--- config.mk ---
export PLATFORM = sky130hd
export DESIGN_NAME = score_scheduler
export DESIGN_NICKNAME = d
export VERILOG_FILES = /design/src/rtl/score_scheduler.sv
export SDC_FILE = /design/constraint.sdc
export NUM_CORES = 1
export LEC_CHECK = 0
export BUFFER_PORTS_ARGS = -buffer_cell sky130_fd_sc_hd__buf_2
export CORE_MARGIN = 2
export CORE_UTILIZATION = 50
export DETAILED_ROUTE_END_ITERATION = 10
export PLACE_DENSITY = 0.77
export SLEW_MARGIN = 10
export SYNTH_ARGS = -nofsm -noshare
export SYNTH_HDL_FRONTEND = slang
export SYNTH_SLANG_ARGS = --single-unit
--- constraint.sdc ---
create_clock -name clock -period 3.07 [get_ports clock]
set_input_delay 0 -clock clock [delete_from_list [all_inputs] [get_ports clock]]
set_output_delay 0 -clock clock [all_outputs]
set_load 0.02 [all_outputs]
--- src/rtl/score_scheduler.sv ---
// score_scheduler: holds both Pong scores and time-shares one BinaryToBCD converter between them (optional win detection under SCORE_WIN_DETECT_EN)
module score_scheduler #(
    parameter int INPUT_LENGTH = 8,
    parameter int N_DIGITS     = 2,
    parameter int WIN_SCORE    = 11
) (
    input  logic                    clock,
    input  logic                    reset,
    input  logic                    goal_p0,
    input  logic                    goal_p1,
    input  logic                    clear,
    output logic                    conv_start,
    output logic [INPUT_LENGTH-1:0] conv_binary,
    input  logic [N_DIGITS*4-1:0]   conv_bcd,
    input  logic                    conv_completed,
    output logic [INPUT_LENGTH-1:0] score_p0,
    output logic [INPUT_LENGTH-1:0] score_p1,
    output logic [N_DIGITS*4-1:0]   bcd_p0,
    output logic [N_DIGITS*4-1:0]   bcd_p1,
    output logic                    busy,
    output logic                    game_over,
    output logic                    winner
);
    typedef enum logic [1:0] {IDLE, START, WAIT} state_t;

    state_t                  r_state, w_next;
    logic [INPUT_LENGTH-1:0] r_score_p0, r_score_p1, r_conv_binary, w_nxt0, w_nxt1;
    logic [N_DIGITS*4-1:0]   r_bcd_p0, r_bcd_p1;
    logic [1:0]              r_pending, w_set, w_clr;
    logic                    r_sel, r_last, r_busy, w_pick, w_launch, w_inc0, w_inc1;

    assign w_nxt0 = r_score_p0 + INPUT_LENGTH'(1);
    assign w_nxt1 = r_score_p1 + INPUT_LENGTH'(1);

`ifdef SCORE_WIN_DETECT_EN
    localparam logic [INPUT_LENGTH-1:0] WIN = INPUT_LENGTH'(WIN_SCORE);
    logic r_game_over, r_winner, w_win0, w_win1;
    assign w_inc0 = goal_p0 & ~clear & ~r_game_over;
    assign w_inc1 = goal_p1 & ~clear & ~r_game_over;
    assign w_win0 = w_inc0 && (w_nxt0 == WIN);
    assign w_win1 = w_inc1 && (w_nxt1 == WIN);
    // Latch the winner on the increment that reaches WIN_SCORE; player 0 wins a tie
    always_ff @(posedge clock or posedge reset) begin
        if (reset) begin
            r_game_over <= 1'b0;
            r_winner    <= 1'b0;
        end else if (clear) begin
            r_game_over <= 1'b0;
            r_winner    <= 1'b0;
        end else if (!r_game_over && (w_win0 || w_win1)) begin
            r_game_over <= 1'b1;
            r_winner    <= ~w_win0;
        end
    end
    assign game_over = r_game_over;
    assign winner    = r_winner;
`else
    assign w_inc0    = goal_p0 & ~clear;
    assign w_inc1    = goal_p1 & ~clear;
    assign game_over = 1'b0;
    assign winner    = 1'b0;
`endif

    // Clear re-queues both players; a goal re-queues its player even mid-conversion
    assign w_set  = {2{clear}} | {w_inc1, w_inc0};
    assign w_pick = &r_pending ? ~r_last : r_pending[1];
    assign w_clr  = w_launch ? (w_pick ? 2'b10 : 2'b01) : 2'b00;

    // State register
    always_ff @(posedge clock or posedge reset) begin
        if (reset) r_state <= IDLE;
        else       r_state <= w_next;
    end

    // Next-state and converter handshake
    always_comb begin
        w_next     = r_state;
        conv_start = 1'b0;
        w_launch   = 1'b0;
        case (r_state)
            IDLE: begin
                w_launch = |r_pending;
                w_next   = w_launch ? START : IDLE;
            end
            START: begin
                conv_start = 1'b1;
                w_next     = WAIT;
            end
            WAIT:    w_next = conv_completed ? IDLE : WAIT;
            default: w_next = IDLE;
        endcase
    end

    // Scores, pending flags, operand capture and BCD result latching
    always_ff @(posedge clock or posedge reset) begin
        if (reset) begin
            r_score_p0    <= '0;
            r_score_p1    <= '0;
            r_pending     <= '0;
            r_busy        <= 1'b0;
            r_sel         <= 1'b0;
            r_last        <= 1'b0;
            r_conv_binary <= '0;
            r_bcd_p0      <= '0;
            r_bcd_p1      <= '0;
        end else begin
            r_score_p0 <= clear ? '0 : (w_inc0 ? w_nxt0 : r_score_p0);
            r_score_p1 <= clear ? '0 : (w_inc1 ? w_nxt1 : r_score_p1);
            r_pending  <= (r_pending & ~w_clr) | w_set;
            r_busy     <= w_next != IDLE;
            if (w_launch) begin
                r_sel         <= w_pick;
                r_conv_binary <= w_pick ? r_score_p1 : r_score_p0;
            end
            if (r_state == WAIT && conv_completed) begin
                r_last <= r_sel;
                if (r_sel) r_bcd_p1 <= conv_bcd;
                else       r_bcd_p0 <= conv_bcd;
            end
        end
    end

    assign conv_binary = r_conv_binary;
    assign score_p0    = r_score_p0;
    assign score_p1    = r_score_p1;
    assign bcd_p0      = r_bcd_p0;
    assign bcd_p1      = r_bcd_p1;
    assign busy        = r_busy;
endmodule

After elaboration in Yosys (flattened, before gate mapping)
Cells that the tools add are included.
{"block": "totals", "reg_bits": 47, "latch_bits": 0, "mem_bits_rw": 0, "mem_bits_ro": 0, "in_bits": 14, "out_inout_bits": 44, "word_cells": 45, "mem_count": 0}
{"block": "op_classes", "addsub": 2, "mul": 0, "n_div": 0, "n_lt_le_gt_ge": 0, "eq_ne": 2, "n_shift": 0, "n_mux": 13, "n_bitwise": 9, "reduce_logical": 9}
{"op": "$mux W8", "count": 5}
{"op": "$add A8 B1 Y8 const B", "count": 2}
{"op": "$mux W2", "count": 3}
{"op": "$pmux W2 S3", "count": 1}
{"op": "$reduce_and A2 Y1", "count": 3}
{"op": "$reduce_bool A2 Y1", "count": 3}
{"op": "$mux W1", "count": 4}
{"op": "$or A2 B2 Y2", "count": 2}
{"op": "$not A1 Y1", "count": 3}
{"op": "$and A1 B1 Y1", "count": 2}
{"op": "$and A2 B2 Y2", "count": 1}
{"op": "$eq A2 B1 Y1 const B", "count": 1}
{"op": "$eq A2 B2 Y1 const B", "count": 1}
{"op": "$logic_not A2 Y1", "count": 1}
{"op": "$not A2 Y2", "count": 1}
{"op": "$reduce_or A2 Y1", "count": 1}
{"op": "$logic_and A1 B1 Y1", "count": 1}

Longest topological paths before layout
Gate-level depths: netlist (run 1).
{"block": "logic_depth", "ltp_word": 7, "ltp_mapped": 4, "ltp_nobuf": 4}

Worst setup path after synthesis (run 1)
No wires, ideal clock.
{"block": "synth_path", "path_kind": "register -> register", "from": "reg r_score_p0[0], in the netlist score_p0[0]", "to": "reg r_score_p0[6], in the netlist score_p0[6]", "setup_time_ns": 0.078, "arrival_time_ns": 1.276, "t_required_ns": 2.992, "slack_ns": 1.716, "path_stages_with_launch": 5, "n_path_buf": 0, "period_less_slack_ns": 1.354, "cell_sequence": "dfrtp_1 -> ha_1 -> nand2_1 -> or3_1 -> a21oi_1"}
{"block": "synth_via", "elab_chain_cells": 3}
{"element": "start: declaration", "line": "27", "text": "logic [INPUT_LENGTH-1:0] r_score_p0, r_score_p1, r_conv_binary, w_nxt0, w_nxt1;"}
{"element": "start signal: assignment", "line": "107", "text": "r_score_p0 <= clear ? '0 : (w_inc0 ? w_nxt0 : r_score_p0);"}
{"element": "$add A8 B1 Y8", "line": "32", "text": "assign w_nxt0 = r_score_p0 + INPUT_LENGTH'(1);"}
{"element": "$mux W8 (2 in a row)", "line": "107"}
No other way between the ends. The select of a mux whose other input is x is not followed.
A chain may end at the register's enable or synchronous reset.

Worst setup path in the final report (run 1)
{"block": "layout_path", "from": "reg r_pending[0]", "to": "reg r_busy, in the netlist busy"}
{"block": "layout_via", "elab_chain_cells": 4}
{"element": "start: declaration", "line": "29", "text": "logic [1:0] r_pending, w_set, w_clr;"}
{"element": "start signal: assignment", "line": "109", "text": "r_pending <= (r_pending & ~w_clr) | w_set;"}
{"element": "$reduce_or A2 Y1", "line": "82", "text": "w_launch = |r_pending;"}
{"element": "$mux W1", "line": "83", "text": "w_next = w_launch ? START : IDLE;"}
{"element": "$pmux W2 S3", "line": "80", "text": "case (r_state)"}
{"element": "$reduce_bool A2 Y1", "line": "110", "text": "r_busy <= w_next != IDLE;"}
{"element": "end signal: assignment", "line": "100", "text": "r_busy <= 1'b0;"}
{"element": "end signal: assignment", "line": "110"}
{"element": "end: declaration", "line": "30", "text": "logic r_sel, r_last, r_busy, w_pick, w_launch, w_inc0, w_inc1;"}
No other way between the ends.

==> reports/results.ini, run 1 <==
[status]
status=complete, no violations

[detailed_routing]
drc_errors=0
vias_per_cell=5.44
drtIter0Drc=87
drt-wirelength-per-cell_um=14.8
dr.pass1.iters=4
ant_nets=0
wirelength_mm=4.35
vias=1599

[setup_path]
rr_worst_depth=3
cp_data_arrival_time_ps=1620
crit_path_start_kind=flip-flop
critPathMaxFanout=11
critPathKind=reg -> reg
worstPathRequired_ps=3260
crit_path_end_kind=flip-flop

[timing]
holdWs_ps=28.2
rsz0062_at_grt=false
timing.fmax_mhz=697
setup_tns_ps=0
maxSlewHeadroom_pct=36.7
clock_skew_ps=5.78
hold_viol=0
tightest_slew_ps=948
fin_crit_ps=1430
fin_crit_sh_pct=46.7
setup-violations-final=0
maxSlewViolCount=0

[clock_tree]
numCtsBuffers=5
clock_latency_ps=300
clk_path_buf_depth=2
clock_sinks=47
htree_num_levels=2
cts_setup_buffers=0
clkTransAtPathRegs_ps=80
cts_tree=built
ctsRootBufferMaster=clkbuf_8

[global_route]
globalRouteOverflowTotal=0
antenna_found_initial=0
grt_pass1_vias=1423
grt_pass1_wl_mm=6.88
grt_util_all_layers_pct=20.6
grt_max_degree=48

[cells_and_area]
fin_area_um2=2540
multi_input_area_um2=796
fin_nets=260
diodes=0
layout.cells.non_filler=294
register_area_um2=1180
area_growth_pct=23.7
drive_above_1_share_pct=34.4
fill_cells=327

[die]
die-area_um2=4630
start_util_pct=51.7
die_w_um=68.1
core_area_um2=3970
io_pins=58
die_y_um=68.1
rows=23

[placed_design]
placed_cells=278
portBuffers=55
place_area_um2=2350
gp_congestion=0.832
hpwl_mm=3.05

[synth]
synth-main-ff-cell=dfrtp_1
synthCells=180
synth_area_um2=2050
synth-seq-cells=47
ys_types=30
ys_warn_count=0
synth_edf_count=0
seq_area_frac_synth_pct=57.3
avgSynthCellArea_um2=11.4
ys_async_sr_fraction_pct=100

[worst_hold_path]
hold_class=in -> reg
worstHoldPathCells=2

[flow_run]
maxCapViolCount=0

[power]
p_total_mw=1.98
power_density_nw_per_um2=781
max-vdd-ir-drop_mv=0.382
leakage_nw=1.22

-- final cells by class --
class | count | area share (%)
flip-flops and latches | 47 | 46.3
clock inverters | 1 | 1.18
repair buffers | 64 | 14.4
inverters | 10 | 1.48
multi-input cells | 116 | 31.3
well taps | 50 | 2.46
clock buffers | 6 | 2.86
-- where the power goes --
part | switching, mW | internal, mW | leakage [nW]
clock network | 0.192 | 0.239 | 0.0513
logic | 0.402 | 0.265 | 0.570
registers | 0.107 | 0.778 | 0.603
total | 0.702 | 1.28 | 1.22
-- logic make-up after synthesis --
group           count (synthesis)  synth area share, %
other cells                     1                0.183
simple gates                   54                 14.2
compound gates                 32                 9.81
fa+ha+maj                       2                 1.22
xor+xnor                        8                 3.41
buf+inv                        18                 4.14
flops                          47                 57.3
mux                            18                 9.75
-- registers in the layout, summed over array words and instances, names as in the netlist --
register	cells
score_p1	8
r_last	1
r_state	2
r_pending	2
bcd_p0	8
bcd_p1	8
r_sel	1
busy	1
conv_binary	8
score_p0	8
-- worst paths after layout --
path | slack, ps | endpoint | from
worst max-delay path | 1640 | busy$_DFF_PP0_ | r_pending[0]$_DFF_PP0_
min in group asynchronous | 460 | score_p0[1]$_DFFE_PP0P_ | reset
worst min-delay path | 30 | r_pending[1]$_DFF_PP0_ | goal_p1
worst max register to register | 1640 | busy$_DFF_PP0_ | r_pending[0]$_DFF_PP0_
max in group asynchronous | 2030 | bcd_p1[5]$_DFFE_PP0P_ | reset
worst min register to register | 500 | bcd_p1[2]$_DFFE_PP0P_ | bcd_p1[2]$_DFFE_PP0P_
-- cells in the mapped netlist, types with 2 or more instances --
library cell / count / share of area (%)
mux2_2: 16 / 8.8
nor2_1: 13 / 2.4
mux2i_1: 2 / 0.98
a211o_1: 2 / 0.85
o21ai_0: 15 / 3.7
nand3_1: 4 / 0.98
or2_1: 2 / 0.61
xor2_1: 3 / 1.3
or3_1: 6 / 1.8
ha_1: 2 / 1.2
xnor2_1: 5 / 2.1
nand2_1: 14 / 2.6
nand4_1: 7 / 2.1
clkbuf_1: 2 / 0.37
inv_1: 10 / 1.8
dfrtp_1: 47 / 57
a21oi_1: 6 / 1.5
buf_2: 2 / 0.49
buf_4: 4 / 1.5
o221ai_1: 8 / 3.4
-- stage by stage --
stage          util [%]  worst slack [ps]
3_3_place_gp       59.1              1720
2_1_floorplan         -              1720
5_1_grt            64.0              1560
3_5_place_dp       59.1              1680
6_report           64.0              1640
4_1_cts            64.0              1680
-- layout by cell type, fill, tap and decap left out, types with 3 or more instances in the layout --
cell and count:
buf_2 55, o221ai_1 8, nand2_1 14, xor2_1 3, clkbuf_8 5, inv_1 9
dfrtp_1 47, o21ai_0 15, nand4_1 7, xnor2_1 5, dlygate4sd3_1 9, nor2_1 13
mux2_2 16, nand3_1 4, or3_1 6, a21oi_1 6
-- worst max-delay path, stage by stage (launching register included) --
cell and delay (ps):
dfrtp_1 500, nor2_1 480, nor2_1 110, or2_1 240
-- metal layers --
| layer | share of wire [%] | vias to the layer above | track usage [%] | routed length, um |
|---|---|---|---|---|
| met1 | 44 | 791 | 29.5 | 1920 |
| met2 | 50 | 41 | 29.6 | 2170 |
| met4 | 2.1 | 0 | 9.25 | 93 |
| li1 | - | 760 | - | - |
| met5 | 0 | - | 0 | 0 |
| met3 | 4.0 | 7 | 5.10 | 176 |
-- what timing repair did --
action                     4_1_cts  5_1_grt
setup endpoints to repair        0        0
hold buffers                     9        0
resized for setup                0        0
hold endpoints to repair        63        0
(Power assumes the default switching activity.)
==> run 2, diff against run 1 <==
Settings changed: CORE_UTILIZATION 50 to 46, PLACE_DENSITY 0.77 to 0.75.
Clock period 3.07 ns to 1.15 ns, I/O delays scaled along.
==> run 2 against run 1 <==
Compared with the run above:
- the run now ends with negative setup slack left
- core utilization rose by 7.0 points
- clock-buffer cell count up 1
- clock power rose by 140%
- largest power group is now combinational logic
- highest routed layer unchanged
==> reports/results.ini, run 2 (synthesized netlist as in run 1, its figures left out) <==
[status]
status=finished, violations left
violations=negative setup slack

[setup_path]
crit_path_end_kind=flip-flop
worstPathRequired_ps=1340  ; -1920 ps
critPathKind=reg -> reg
crit_path_start_kind=flip-flop
critPathMaxFanout=5  ; -6
cp_data_arrival_time_ps=1540  ; -80 ps

[timing]
maxSlewViolCount=0  ; unchanged
clock_skew_ps=6.39  ; +0.610 ps
setup-violations-final=32  ; +32
fin_crit_sh_pct=117  ; +70 points
hold_viol=0  ; unchanged
rsz0062_at_grt=true
timing.fmax_mhz=743  ; +6.5%
fin_crit_ps=1350  ; -86.9 ps
holdWs_ps=64.8  ; +36.7 ps
final.setup.worst_slack_ps=-197  ; -1830 ps
setup_tns_ps=-3580  ; -3580 ps

[worst_hold_path]
hold_class=in -> reg

[power]
power_density_nw_per_um2=2020  ; +160%
max-vdd-ir-drop_mv=1.40  ; +260%
leakage_nw=1.47  ; +20%

[detailed_routing]
ant_nets=0  ; unchanged
wirelength_mm=5.72  ; +31%
vias=1804  ; +13%
drtIter0Drc=161  ; +85%
vias_per_cell=5.47  ; +0.51%
drt-wirelength-per-cell_um=17.3  ; +17%
drc_errors=0  ; unchanged
dr.pass1.iters=4  ; unchanged

[global_route]
grt_pass1_vias=1697  ; +19%
grt_max_degree=32  ; -33%
antenna_found_initial=0  ; unchanged
grt_pass1_wl_mm=8.22  ; +19%
grt_util_all_layers_pct=20.8  ; +0.19 points
globalRouteOverflowTotal=0  ; unchanged

[clock_tree]
ctsRootBufferMaster=clkbuf_8
clk_path_buf_depth=2  ; unchanged
htree_num_levels=2  ; unchanged
clkTransAtPathRegs_ps=80  ; about the same
cts_tree=built
numCtsBuffers=5  ; unchanged
clock_sinks=47  ; unchanged
clock_latency_ps=310  ; about the same

[placed_design]
gp_congestion=0.778  ; -6.5%
portBuffers=55  ; unchanged
dpl_worst_slack_ps=-182  ; -1860 ps
placed_cells=301  ; +8.3%
hpwl_mm=3.25  ; +6.7%

[die]
start_util_pct=47.5  ; -4.2 points
die_w_um=70.8  ; +4.0%
core_area_um2=4320  ; +8.9%
die_y_um=70.8  ; +4.0%
die-area_um2=5010  ; +8.2%
rows=24  ; +4.3%
io_pins=58  ; unchanged

[cells_and_area]
final_common_cell=buf_2
diodes=0  ; unchanged
drive_above_1_share_pct=57.2  ; +23 points
final_cell_mix=53 x buf_2, 34 x dfrtp_1, 22 x buf_4, 15 x mux2_4, 13 x dfrtp_2
fin_util_pct=70.9  ; +7.0 points
layout.cells.non_filler=330  ; +12%
area_growth_pct=49.4
fin_nets=293  ; +13%

[flow_run]
maxCapViolCount=0  ; unchanged

run 2: per-layer routing:
layer,part of all wire (%),GRT usage (%),up-vias
met2,51,34.3,60
met5,0,0,-
met3,4.7,3.70,18
met4,3.3,6.50,0
li1,-,-,827
met1,41,28.2,899
run 2: per-stage QoR:
step	power, mW	cell area (um2)
4_1_cts	5.79	2880
3_3_place_gp	4.29	2550
5_1_grt	6.46	3070
3_5_place_dp	4.35	2550
2_1_floorplan	3.60	2090
6_report	6.18	3070
run 2: final cells by class:
| type | instances | area (um2) |
|---|---|---|
| flip-flops and latches | 47 | 1190 |
| clock inverters | 1 | 5.00 |
| fillers | 308 | 1260 |
| inverters | 10 | 37.5 |
| multi-input cells | 117 | 1010 |
| well taps | 52 | 65.1 |
| clock buffers | 7 | 86.3 |
| repair buffers | 96 | 673 |
run 2: path summary, 6_finish.rpt:
path	from	endpoint	slack (ps)	depth (start not counted)
worst max-delay path	r_state[0]$_DFF_PP0_	busy$_DFF_PP0_	-200	4
worst min-delay path	goal_p0	r_pending[0]$_DFF_PP0_	60	2
worst max register to register	r_state[0]$_DFF_PP0_	busy$_DFF_PP0_	-200	4
worst min register to register	conv_binary[1]$_DFFE_PP0P_	conv_binary[1]$_DFFE_PP0P_	500	2
max in group asynchronous	reset	score_p0[5]$_DFFE_PP0P_	430	4
min in group asynchronous	reset	bcd_p0[2]$_DFFE_PP0P_	220	3
run 2: power breakdown:
| part | internal [mW] | switching (mW) |
|---|---|---|
| registers | 2.09 | 0.322 |
| logic | 1.30 | 1.43 |
| clock network | 0.486 | 0.562 |
| total | 3.87 | 2.31 |
run 2: timing repair:
action / in CTS / in global routing
gates cloned: 0 / 2
buffers inserted: 5 / 5
pin swaps: 6 / 18
hold endpoints to repair: 32 / 0
resized for setup: 34 / 36
setup endpoints to repair: 32 / 37
hold buffers: 9 / 0
run 2: critical path, cell delays in order, from the launching register on:
cell	delay (ps)
dfrtp_1	410
buf_4	170
nor2b_2	160
or2_2	290
or2_1	210
